**src/rtl/motion_frame_ctrl.sv**
```systemverilog
// Frame sequencer for the downsampled motion-difference path: gates pixels, runs warmup,
// counts motion hits per RUN frame, publishes the count and drives a held-off alarm.
module motion_frame_ctrl #(
  parameter int unsigned DS_W          = 320,
  parameter int unsigned DS_H          = 180,
  parameter int unsigned CNT_W         = 17,
  parameter int unsigned WARMUP_FRAMES = 2,
  parameter int unsigned HOLD_FRAMES   = 8
) (
  input  logic             clk,
  input  logic             rst_n,
  input  logic             i_enable,
  input  logic             i_sof,
  input  logic             i_vld,
  input  logic [11:0]      i_x,
  input  logic [10:0]      i_y,
  input  logic             i_motion,
  input  logic [CNT_W-1:0] i_thresh,
  output logic             o_diff_vld,
  output logic             o_frame_done,
  output logic [CNT_W-1:0] o_motion_cnt,
  output logic             o_alarm,
  output logic [1:0]       o_state
);

  typedef enum logic [1:0] {
    StIdle   = 2'd0,
    StWarmup = 2'd1,
    StRun    = 2'd2
  } state_e;

  localparam logic [9:0]       DsW      = 10'(DS_W);
  localparam logic [8:0]       DsH      = 9'(DS_H);
  localparam logic [3:0]       WarmLast = 4'(WARMUP_FRAMES - 1);
  localparam logic [7:0]       HoldInit = 8'(HOLD_FRAMES);
  localparam logic [CNT_W-1:0] CntOne   = CNT_W'(1);

  state_e           state_q;
  logic [3:0]       warm_q;
  logic [7:0]       hold_q;
  logic [CNT_W-1:0] cnt_q;
  logic [CNT_W-1:0] motion_cnt_q;
  logic             hit_q;
  logic             frame_done_q;
  logic             alarm_q;

  logic             ds_hit;
  logic             diff_vld;
  logic             inc;
  logic [CNT_W-1:0] cnt_inc;

  assign ds_hit = i_vld && (i_x[1:0] == 2'b00) && (i_y[1:0] == 2'b00) &&
                  (i_x[11:2] < DsW) && (i_y[10:2] < DsH);

  // The SOF pixel that opens warmup must reach the difference block to seed its map.
  assign diff_vld = i_vld && ((state_q != StIdle) || (i_enable && i_sof));

  // A hit_q seen in the SOF cycle still belongs to the frame being closed.
  assign inc     = hit_q && i_motion && (state_q == StRun);
  assign cnt_inc = (inc && (cnt_q != '1)) ? cnt_q + CntOne : cnt_q;

  always_ff @(posedge clk or negedge rst_n) begin
    if (!rst_n) begin
      state_q      <= StIdle;
      warm_q       <= '0;
      hold_q       <= '0;
      cnt_q        <= '0;
      motion_cnt_q <= '0;
      hit_q        <= 1'b0;
      frame_done_q <= 1'b0;
      alarm_q      <= 1'b0;
    end else begin
      hit_q        <= ds_hit && diff_vld;
      frame_done_q <= 1'b0;
      if (!i_enable) begin
        state_q <= StIdle;
        warm_q  <= '0;
        hold_q  <= '0;
        cnt_q   <= '0;
        alarm_q <= 1'b0;
      end else begin
        unique case (state_q)
          StIdle: begin
            if (i_sof) begin
              state_q <= StWarmup;
              warm_q  <= '0;
            end
          end
          StWarmup: begin
            if (i_sof) begin
              if (warm_q == WarmLast) begin
                state_q <= StRun;
                cnt_q   <= '0;
              end else begin
                warm_q <= warm_q + 4'd1;
              end
            end
          end
          StRun: begin
            if (i_sof) begin
              motion_cnt_q <= cnt_inc;
              frame_done_q <= 1'b1;
              cnt_q        <= '0;
              if (cnt_inc >= i_thresh) begin
                alarm_q <= 1'b1;
                hold_q  <= HoldInit;
              end else if (hold_q != 8'd0) begin
                alarm_q <= 1'b1;
                hold_q  <= hold_q - 8'd1;
              end else begin
                alarm_q <= 1'b0;
              end
            end else begin
              cnt_q <= cnt_inc;
            end
          end
          default: state_q <= StIdle;
        endcase
      end
    end
  end

  assign o_diff_vld   = diff_vld;
  assign o_frame_done = frame_done_q;
  assign o_motion_cnt = motion_cnt_q;
  assign o_alarm      = alarm_q;
  assign o_state      = state_q;

endmodule

```
**config.mk**
```make
export PLATFORM = sky130hd
export DESIGN_NAME = motion_frame_ctrl
export DESIGN_NICKNAME = d
export VERILOG_FILES = /design/src/rtl/motion_frame_ctrl.sv
export SDC_FILE = /design/constraint.sdc
export NUM_CORES = 1
export LEC_CHECK = 0
export ABC_AREA = 0
export CORE_AREA = 2 2 83 85
export CTS_CLUSTER_SIZE = 12
export DETAILED_ROUTE_END_ITERATION = 10
export DIE_AREA = 0 0 85 87
export HOLD_SLACK_MARGIN = 0.05
export PLACE_DENSITY = 0.75
export SLEW_MARGIN = 20
export SYNTH_ARGS = -nofsm -noshare
export SYNTH_HDL_FRONTEND = slang
export SYNTH_SLANG_ARGS = --single-unit
```
**constraint.sdc**
```tcl
create_clock -name clk -period 5.1 [get_ports clk]
set_clock_uncertainty 0.2 [all_clocks]
set_input_delay 1.02 -clock clk [delete_from_list [all_inputs] [get_ports clk]]
set_output_delay 1.02 -clock clk [all_outputs]
set_load 0.01 [all_outputs]
```
* Yosys cells after proc, flatten, opt, wreduce, memory -nomap -nowiden
Index checks and enable logic that the tools add are counted.
Storage, ports and cells: register bits 51, input bits 46, output and inout bits 22, logic and storage cells 79
Operators by class: add/sub/neg operators 3, order comparisons 3, equality and inequality tests 14, muxes and demuxes 29, reduce and logical (&&, ||, !) cells 22
Operators by type and width (count):
- 2-to-1 mux 17 bit | 5
- 2-to-1 mux 8 bit | 5
- one-hot mux 17 bit (2 select lines) | 1
- adder 17 x 1 -> 17 bit (second input constant) | 1
- >= comparator 17 bit | 1
- != test 17 bit (second input constant) | 1
- 2-to-1 mux 4 bit | 4
- != test 3 bit (second input constant) | 4
- logical AND 1 bit | 10
- < comparator 10 x 9 -> 1 bit (second input constant) | 1
- < comparator 9 x 8 -> 1 bit (second input constant) | 1
- != test 3 x 1 -> 1 bit (second input constant) | 3
- AND reduction 3 bit | 3
- 2-to-1 mux 1 bit | 8
- 2-to-1 mux 2 bit | 4
- one-hot mux 4 bit (2 select lines) | 1
- AND reduction 4 bit | 2
- nonzero test 8 bit | 1
- subtractor 8 x 1 -> 8 bit (second input constant) | 1
- logical NOT 2 bit | 3
- one-hot mux 2 bit (3 select lines) | 1
- adder 4 x 1 -> 4 bit (second input constant) | 1
- == test 4 x 1 -> 1 bit (second input constant) | 1
- != test 2 x 1 -> 1 bit (second input constant) | 2
- 6 further kinds | 6

* Logic depth before layout (Yosys ltp)
Gate-level depths: netlist of the first run.
word-level depth 9, depth in mapped cells 18, depth with buffers taken out 17

* Least setup slack after synthesis of the first run
No wires, ideal clock.
path kind reg2reg, start point register cnt_q[5], end point register hold_q[0], data arrival time 3.492 ns, path slack 1.283 ns, cell stages (with the launch flop) 19, buffers on the path 2, period minus slack after synthesis 3.817 ns, cell sequence dfrtp_1 > and4_1 > nand3_2 > nor3_1 > ha_1 > and4bb_1 > and4_1 > buf_4 > and2_4 > xnor2_1 > inv_1 > ha_1 > nand2_1 > o21ai_1 > a211oi_1 > or3_1 > buf_6 > a41o_1 > mux2_2
Between the ends: longest elaborated chain between the ends 8
Ends and longest elaborated chain:
- from (decl) | line 41 | logic [CNT_W-1:0] cnt_q;
- from (signal assigned) | line 114 | cnt_q <= cnt_inc;
- branches (longest 2 deep; another with adder 17 x 1 -> 17 bit)
- 2-to-1 mux 17 bit (*) | line 60 | assign cnt_inc = (inc && (cnt_q != '1)) ? cnt_q + CntOne : cnt_q;
- via cnt_inc[11] | line 50 | logic [CNT_W-1:0] cnt_inc;
- >= comparator 17 bit (*) | line 104 | if (cnt_inc >= i_thresh) begin
- 2-to-1 mux 8 bit | line 104
- 2-to-1 mux 8 bit | line 100 | if (i_sof) begin
- 2-to-1 mux 8 bit | line 82 | unique case (state_q)
- 2-to-1 mux 8 bit | line 75 | if (!i_enable) begin
- to (signal assigned) | line 106 | hold_q <= HoldInit;
- to (signal assigned) | line 109 | hold_q <= hold_q - 8'd1;
- to (decl) | line 40 | logic [7:0] hold_q;
Mark *: on every way through the listed nets, which the timed path passes. The select of a mux whose other input is x is not followed. A chain may end at the register's enable or synchronous reset.

* Worst setup path after layout of the first run
Ends and elaborated chain as after synthesis.

==> run metrics, run 1 <==
Sequential Power Share=approximately half; pre-CTS setup slack=between 0.3 and 0.4 ns; final slew viol count=0; post-CTS sizing=0; Max Buffers Root-to-Sink=2; Slowest cell on crit path=dfrtp_1; Die ar.=between 0.007 and 0.008 mm2; latest clock arrival within the worst-skew pair=around 0.31 ns; RSZ-0062 raised after global routing=no; FMAX=226.1 MHz; min-delay worst type=flip-flop to flip-flop; Reg clk slew, reported paths=roughly 0.1 ns; Setup TNS=0 ns; CTS HTree Levels=2; count of final hold-check violations=0; Crit path largest cell delay=around 0.46 ns; clock power share=36.3%; Area contributors post-synth=dfrtp_1, ha_1, o21ai_0; Total Wirelength=a little under 7000 um; largest net degree at the start of global routing=52; CP Buf/Inv Count=1; slew margin rel.=a little under two fifths; Die Height=a little under 90 um; n_diodes=0; global routing usage on met1=26.22%; top cells by count, synth=dfrtp_1, nand2_1, o21ai_0, inv_1, ha_1; Num CTS Buffers=5; num ports=68; crit start category=flip-flop; Syn. warnings=0; Distinct cells, synth=57; Seq/Total Area, Yosys=40.16%; Hold WS=approximately 0.28 ns; grt ovf=0; Wirelength per Cell=approximately 14 um; largest area contributor in the netlist=dfrtp_1; fin nets=~470; top cell type's share of synthesized area=40.16%; DR DRC count=0; Site Rows=30; outcome=finished clean; Post-DP Area=between 0.003 and 0.004 mm2; Synth Instances=about 350; fin area=between 0.003 and 0.004 mm2; Post-CTS Setup Inserts=0; setup violators final=0; Async S/R FF share, synth=100.0%; Crit Path Category=flip-flop to flip-flop; Pre-Repair DR Iteration Count=4; area of the core region=0.006569 mm2; Worst-Margin Slew=about 0.92 ns; max_cap viols=0; share of cells above drive strength 1=8.395%; Post-Synthesis Net Count=~420; via count=between 2000 and 3000; Tot GR Track Use=~20%; Pint=roughly 0.6 mW; Critical Path RT=5.11 ns; Final Wtd Congestion=roughly 0.85; sw frac=around a quarter; PortBufs=between 50 and 60; initial antenna violation count=0; GR peak layer=met2; DR iter-0 viols=103; detailed placement HPWL=4983 um; GR Util met2=34.09%; leakage=a little under 2 nW; pwr/cell area=about 200 mW/mm2; Max IR drop VDD=approximately 0.12 mV; Routed Antenna Nets=0; Period minus WS final=~4.4 ns; CP arrival=~4.4 ns; Post-Syn Area=between 0.003 and 0.004 mm2; CP endpoint kind=flip-flop; post-layout utilization of the core=59.79%; clk sinks=51; CTS tree=built; Layout fillers=567; fin crit share=about 87%; cells on worst reg2reg path=17; Via density=between 5 and 6; first-pass GRT wire length=about 12000 um; FF+latch count, synth=51; CP Max Fanout=10; setup slack after layout=0.6764 ns; clock root buffer=clkbuf_8; cts hold-fix bufs=0; Initial Utilization=48.38%; critical path depth=17; Hold Path Stages=2; crit path cell chain=and4_1 -> nand3_2 -> nor3_1 -> ha_1 -> and4bb_1 -> nand3_1 -> nor2_1 -> nand4_1 -> xor2_1 -> inv_1 -> ha_1 -> nand2_1 -> nor2_1 -> nor4b_1 -> a211oi_2 -> a41o_1 -> mux2_2; Worst path top cell family by delay=simple AND/OR/NAND/NOR gates; Post-synth EDFFs=0; Area Overhead vs Synth=23.58%; net switching power figure=0.1912 mW; GRT met3 Usage=3.981%; Comb pwr share=between 10% and 20%; Synth Flop Type=dfrtp_1; Avg Inst Size Synth=9.132 um2; vias in the first global route=approximately 2600; DIE WIDTH=roughly 85 um; most frequent cell after synthesis=dfrtp_1
==> final timing paths <==
kind	start	to	slack, ns
max	cnt_q[5]	hold_q[0]	0.68
min	o_motion_cnt[10]	o_motion_cnt[10]	0.28
max reg2reg	cnt_q[5]	hold_q[0]	0.68
min reg2reg	o_motion_cnt[10]	o_motion_cnt[10]	0.28
max in group asynchronous	rst_n	cnt_q[3]	3.64
min in group asynchronous	rst_n	o_motion_cnt[7]	0.63
==> routing by layer <==
layer,vias to the layer above,part of all wire [%]
li1,1323,-
met1,1262,45
met2,68,48
met3,12,4.5
met4,0,1.9
met5,-,0
==> area by class of cell <==
cell class | count | area [um2] | share of cell area [%]
Multi-Input combinational cell | 248 | 1692 | 43.07
Timing Repair Buffer | 63 | 615.6 | 15.67
Clock inverter | 3 | 43.79 | 1.115
Inverter | 35 | 131.4 | 3.345
Sequential cell | 51 | 1276 | 32.49
Tap cell | 80 | 100.1 | 2.549
Clock buffer | 5 | 68.82 | 1.752
==> per-stage QoR <==
step	total power, mW	std cells
floorplan	0.4667	348
global placement	0.5120	477
detailed placement	0.5146	477
CTS	0.8011	485
global route	0.8327	485
finish	0.7951	485
==> cells by family after synthesis <==
family,after synthesis,synth area share (%)
compound gates,81,16.02
fa+ha+maj,22,8.661
flops,51,40.16
buf+inv,49,6.614
simple gates,122,21.18
mux,8,2.756
xor+xnor,15,4.606
==> placed cells by master, fill, tap and decap left out, types with 2 or more instances in the layout <==
cell,count
ha_1,22
nor2b_1,5
nand4_1,4
or4_1,3
o21ai_1,3
o21ai_0,35
clkdlybuf4s50_1,58
nor2_1,15
a41o_1,4
o31ai_1,4
and2_4,2
xnor2_2,2
o22ai_1,2
nor3_1,5
xnor2_1,6
dfrtp_1,51
or3_1,2
mux2i_1,2
and2_1,6
a22oi_1,2
a31oi_1,4
nand2_1,44
buf_4,4
nand3_1,14
nand3_2,2
and3_1,5
and4_1,3
xor2_1,7
mux2_2,6
a21oi_1,12
inv_1,34
a22o_1,5
clkbuf_8,5
==> power by group through the flow <==
| stage | clock network (mW) | logic [mW] | registers (mW) |
|---|---|---|---|
| 2_1_floorplan | 0 | 0.0482 | 0.419 |
| 3_3_place_gp | 0 | 0.0920 | 0.420 |
| 3_5_place_dp | 0 | 0.0944 | 0.420 |
| 4_1_cts | 0.294 | 0.0954 | 0.412 |
| 5_1_grt | 0.314 | 0.106 | 0.413 |
| 6_report | 0.289 | 0.0943 | 0.412 |
==> registers in the layout, indices dropped and copies added (netlist names) <==
signal and count:
o_frame_done 1, hit_q 1, o_motion_cnt 17, hold_q 8, o_state 2, cnt_q 17, warm_q 4, o_alarm 1
==> tightest hold or removal path, delay by kind of cell, from the launching register on <==
kind,cells,cell delay [ns]
DFF,1,0.35
AOI/OAI and AO/OA,1,0.06
and+or+nand+nor,1,0.05
Power figures use the tool's default switching activity.
==> run 2, diff against run 1 <==
ABC_AREA = 1   (was 0)
CORE_AREA = 2 2 86 88   (was 2 2 83 85)
DIE_AREA = 0 0 88 90   (was 0 0 85 87)
PLACE_DENSITY = 0.74   (was 0.75)
SLEW_MARGIN = not set   (was 20)
==> run metrics, run 2 <==
CP endpoint kind=output port (was flip-flop); DIE WIDTH=88 um (was 85 um); Reg clk slew, reported paths=0.10 ns (about the same); count of final hold-check violations=0 (unchanged); Tot GR Track Use=21.56% (was 20.13%); Synth Flop Type=dfrtp_1 (unchanged); GR Util met2=34.41% (was 34.09%); reg2reg start=cnt_q[0] (was cnt_q[5]); FF+latch count, synth=51 (unchanged); Syn. warnings=0 (unchanged); Async S/R FF share, synth=100.0% (unchanged); post-layout utilization of the core=59.70% (was 59.79%); largest net degree at the start of global routing=52 (unchanged); CP arrival=2.89 ns (was 4.43 ns); DR iter-0 viols=144 (was 103); CTS tree=built (unchanged); pwr/cell area=310.8 mW/mm2 (was 202.4 mW/mm2); FMAX=243.5 MHz (was 226.1 MHz); global routing usage on met1=29.96% (was 26.22%); Via density=4.980 (was 5.495); largest family of logic cells by synthesized area=simple AND/OR/NAND/NOR gates (unchanged); Post-CTS Setup Inserts=0 (unchanged); outcome=finished clean (unchanged); grt ovf=0 (unchanged); top cell type's share of synthesized area=37.62% (was 40.16%); Post-Syn Area=0.003392 mm2 (was 0.003178 mm2); Layout fillers=651 (was 567); initial antenna violation count=0 (unchanged); latest clock arrival within the worst-skew pair=0.31 ns (about the same); Pre-Repair DR Iteration Count=4 (unchanged); most frequent cell after synthesis=nand2_1 (was dfrtp_1); Post-Synthesis Net Count=519 (was 416); Site Rows=31 (was 30); GR peak layer=met2 (unchanged); fin area=0.004192 mm2 (was 0.003928 mm2); via count=3053 (was 2665); clock power share=21.9% (was 36.3%); CTS HTree Levels=2 (unchanged); area of the core region=0.007020 mm2 (was 0.006569 mm2); max_cap viols=0 (unchanged); commonest non-fill, non-tap cell in the layout=nand2_1 (was clkdlybuf4s50_1); min-delay worst type=flip-flop to flip-flop (unchanged); commonest non-fill, non-tap cells in the layout=nand2_1, inv_1, clkdlybuf4s50_1 (was clkdlybuf4s50_1, dfrtp_1, nand2_1); Comb pwr share=37.6% (was 11.9%); Die Height=90 um (was 87 um); CP Capture Point=o_diff_vld (was hold_q[0]); clock root buffer=clkbuf_8 (unchanged); Die ar.=0.007920 mm2 (was 0.007395 mm2); slew margin rel.=56.29% (was 38.22%); adder-cell area share of the yosys netlist=8.115% (was 8.661%); Synth Instances=451 (was 348); Initial Utilization=48.32% (was 48.38%); net switching power figure=0.4713 mW (was 0.1912 mW); vias in the first global route=3005 (was 2628); simple-gate portion of the synthesized area=30.80% (was 21.18%); Crit Path Category=primary input to output port (was flip-flop to flip-flop); Post-Layout Cell Count=613 (was 485); Wirelength per Cell=12.63 um (was 14.28 um); num ports=68 (unchanged); Post-synth EDFFs=0 (unchanged); XOR/XNOR Fraction of Synth Area=3.836% (was 4.606%); clk sinks=51 (unchanged); first-pass GRT wire length=13690 um (was 12170 um); Period minus WS final=4.107 ns (was 4.424 ns); leakage=2.105 nW (was 1.950 nW); setup violators final=0 (unchanged); Num CTS Buffers=5 (unchanged); share of cells above drive strength 1=7.977% (was 8.395%); Cells after DPL=605 (was 477); post-CTS sizing=0 (unchanged); Max Buffers Root-to-Sink=2 (unchanged); largest area contributor in the netlist=dfrtp_1 (unchanged); Compound-Gate Fraction of Synth Area=9.775% (was 16.02%); RSZ-0062 raised after global routing=no (unchanged); Pint=0.8314 mW (was 0.6039 mW); final slew viol count=0 (unchanged); Distinct cells, synth=41 (was 57); mux contribution to synthesized area=0.2951% (was 2.756%); Pwr Total=1.303 mW (was 0.7951 mW); Reg2Reg Setup Slack=1.01 ns (was 0.68 ns); Worst-Margin Slew=0.6556 ns (was 0.9239 ns); Seq/Total Area, Yosys=37.62% (was 40.16%); Critical Path RT=3.88 ns (was 5.11 ns); GRT met3 Usage=4.316% (was 3.981%); PortBufs=59 (unchanged); Setup TNS=0 ns (unchanged); Max IR drop VDD=0.1670 mV (was 0.1215 mV); Area contributors post-synth=dfrtp_1, nand2_1, ha_1 (was dfrtp_1, ha_1, o21ai_0); cts hold-fix bufs=0 (unchanged); Worst Setup SP=i_enable (was cnt_q[5]); reg2reg end=hold_q[4] (was hold_q[0]); fin crit share=80.52% (was 86.74%); DR DRC count=0 (unchanged); Total Wirelength=7741 um (was 6925 um); detailed placement HPWL=5782 um (was 4983 um); top cells by count, synth=nand2_1, inv_1, dfrtp_1, nor2_1, ha_1 (was dfrtp_1, nand2_1, o21ai_0, inv_1, ha_1); crit start category=primary input (was flip-flop); Avg Inst Size Synth=7.521 um2 (was 9.132 um2); Area Overhead vs Synth=23.57% (was 23.58%); Post-DP Area=0.004079 mm2 (was 0.003815 mm2); Sequential Power Share=40.5% (was 51.8%); n_diodes=0 (unchanged); cells on worst reg2reg path=26 (was 17); fin nets=581 (was 472); sw frac=36.18% (was 24.05%); Routed Antenna Nets=0 (unchanged); Final Wtd Congestion=0.9122 (was 0.8542); CP Max Fanout=13 (was 10)
[run 2: changes by cell type after synthesis, sizes merged, moves of 6 or more]
cell and change:
clkbuf -6, and3 -6, o21ai -9, inv +43, nand2 +83, o22ai +6
nand4 +13, mux2 -6, and2 -7, nor2 +34, xnor2 -6
[run 2: final cells by class]
class	count	area [um2]	area share (%)
clock buffers	5	68.82	1.642
clock inverters	3	43.79	1.045
inverters	77	294.0	7.015
multi-input cells	318	1792	42.75
flip-flops and latches	51	1276	30.45
well taps	99	123.9	2.955
repair buffers	60	593.1	14.15
[run 2: metrics by stage]
step           hold WS [ns]  worst slack (ns)
2_1_floorplan        0.2712             1.698
3_3_place_gp         0.2623            0.8341
3_5_place_dp         0.2674            0.8056
4_1_cts              0.2928            0.9723
5_1_grt              0.3127            0.4830
6_report             0.2897            0.9933
[run 2: kinds of logic (layout without fill, tap and decap cells)]
kind of cell               count (synthesis)  after routing
AOI/OAI and AO/OA                         56             56
xor gates and xnor gates                  14             14
adders and majority gates                 22             22
buffers and inverters                     82            145
DFF                                       51             51
muxes                                      1              1
and+or+nand+nor                          225            225
[run 2: critical path: stages]
cell and delay [ns]:
clkdlybuf4s50_1 0.77, nand2_1 0.20, a21boi_0 0.30, clkdlybuf4s50_1 0.59
[run 2: worst min path at each step]
stage,end,from,cells past startpoint
floorplan,hold_q[1],hold_q[1],2
global placement,o_motion_cnt[9],o_motion_cnt[9],2
detailed placement,o_motion_cnt[9],o_motion_cnt[9],2
CTS,o_motion_cnt[9],o_motion_cnt[9],2
global route,o_motion_cnt[9],o_motion_cnt[9],2
finish,o_motion_cnt[9],o_motion_cnt[9],2
[run 2: metal layers]
metal | vias to the layer above | share of wire (%)
met5 | - | 0
met4 | 0 | 1.3
met3 | 8 | 4.5
met2 | 79 | 47
met1 | 1395 | 47
li1 | 1571 | -
[run 2: power groups by stage]
stage	Combinational, mW	Clock [mW]	Sequential (mW)
after floorplan	0.288	0	0.542
after global placement	0.471	0	0.532
after detailed placement	0.488	0	0.534
after CTS	0.493	0.292	0.527
after global routing	0.551	0.312	0.539
final	0.489	0.285	0.528
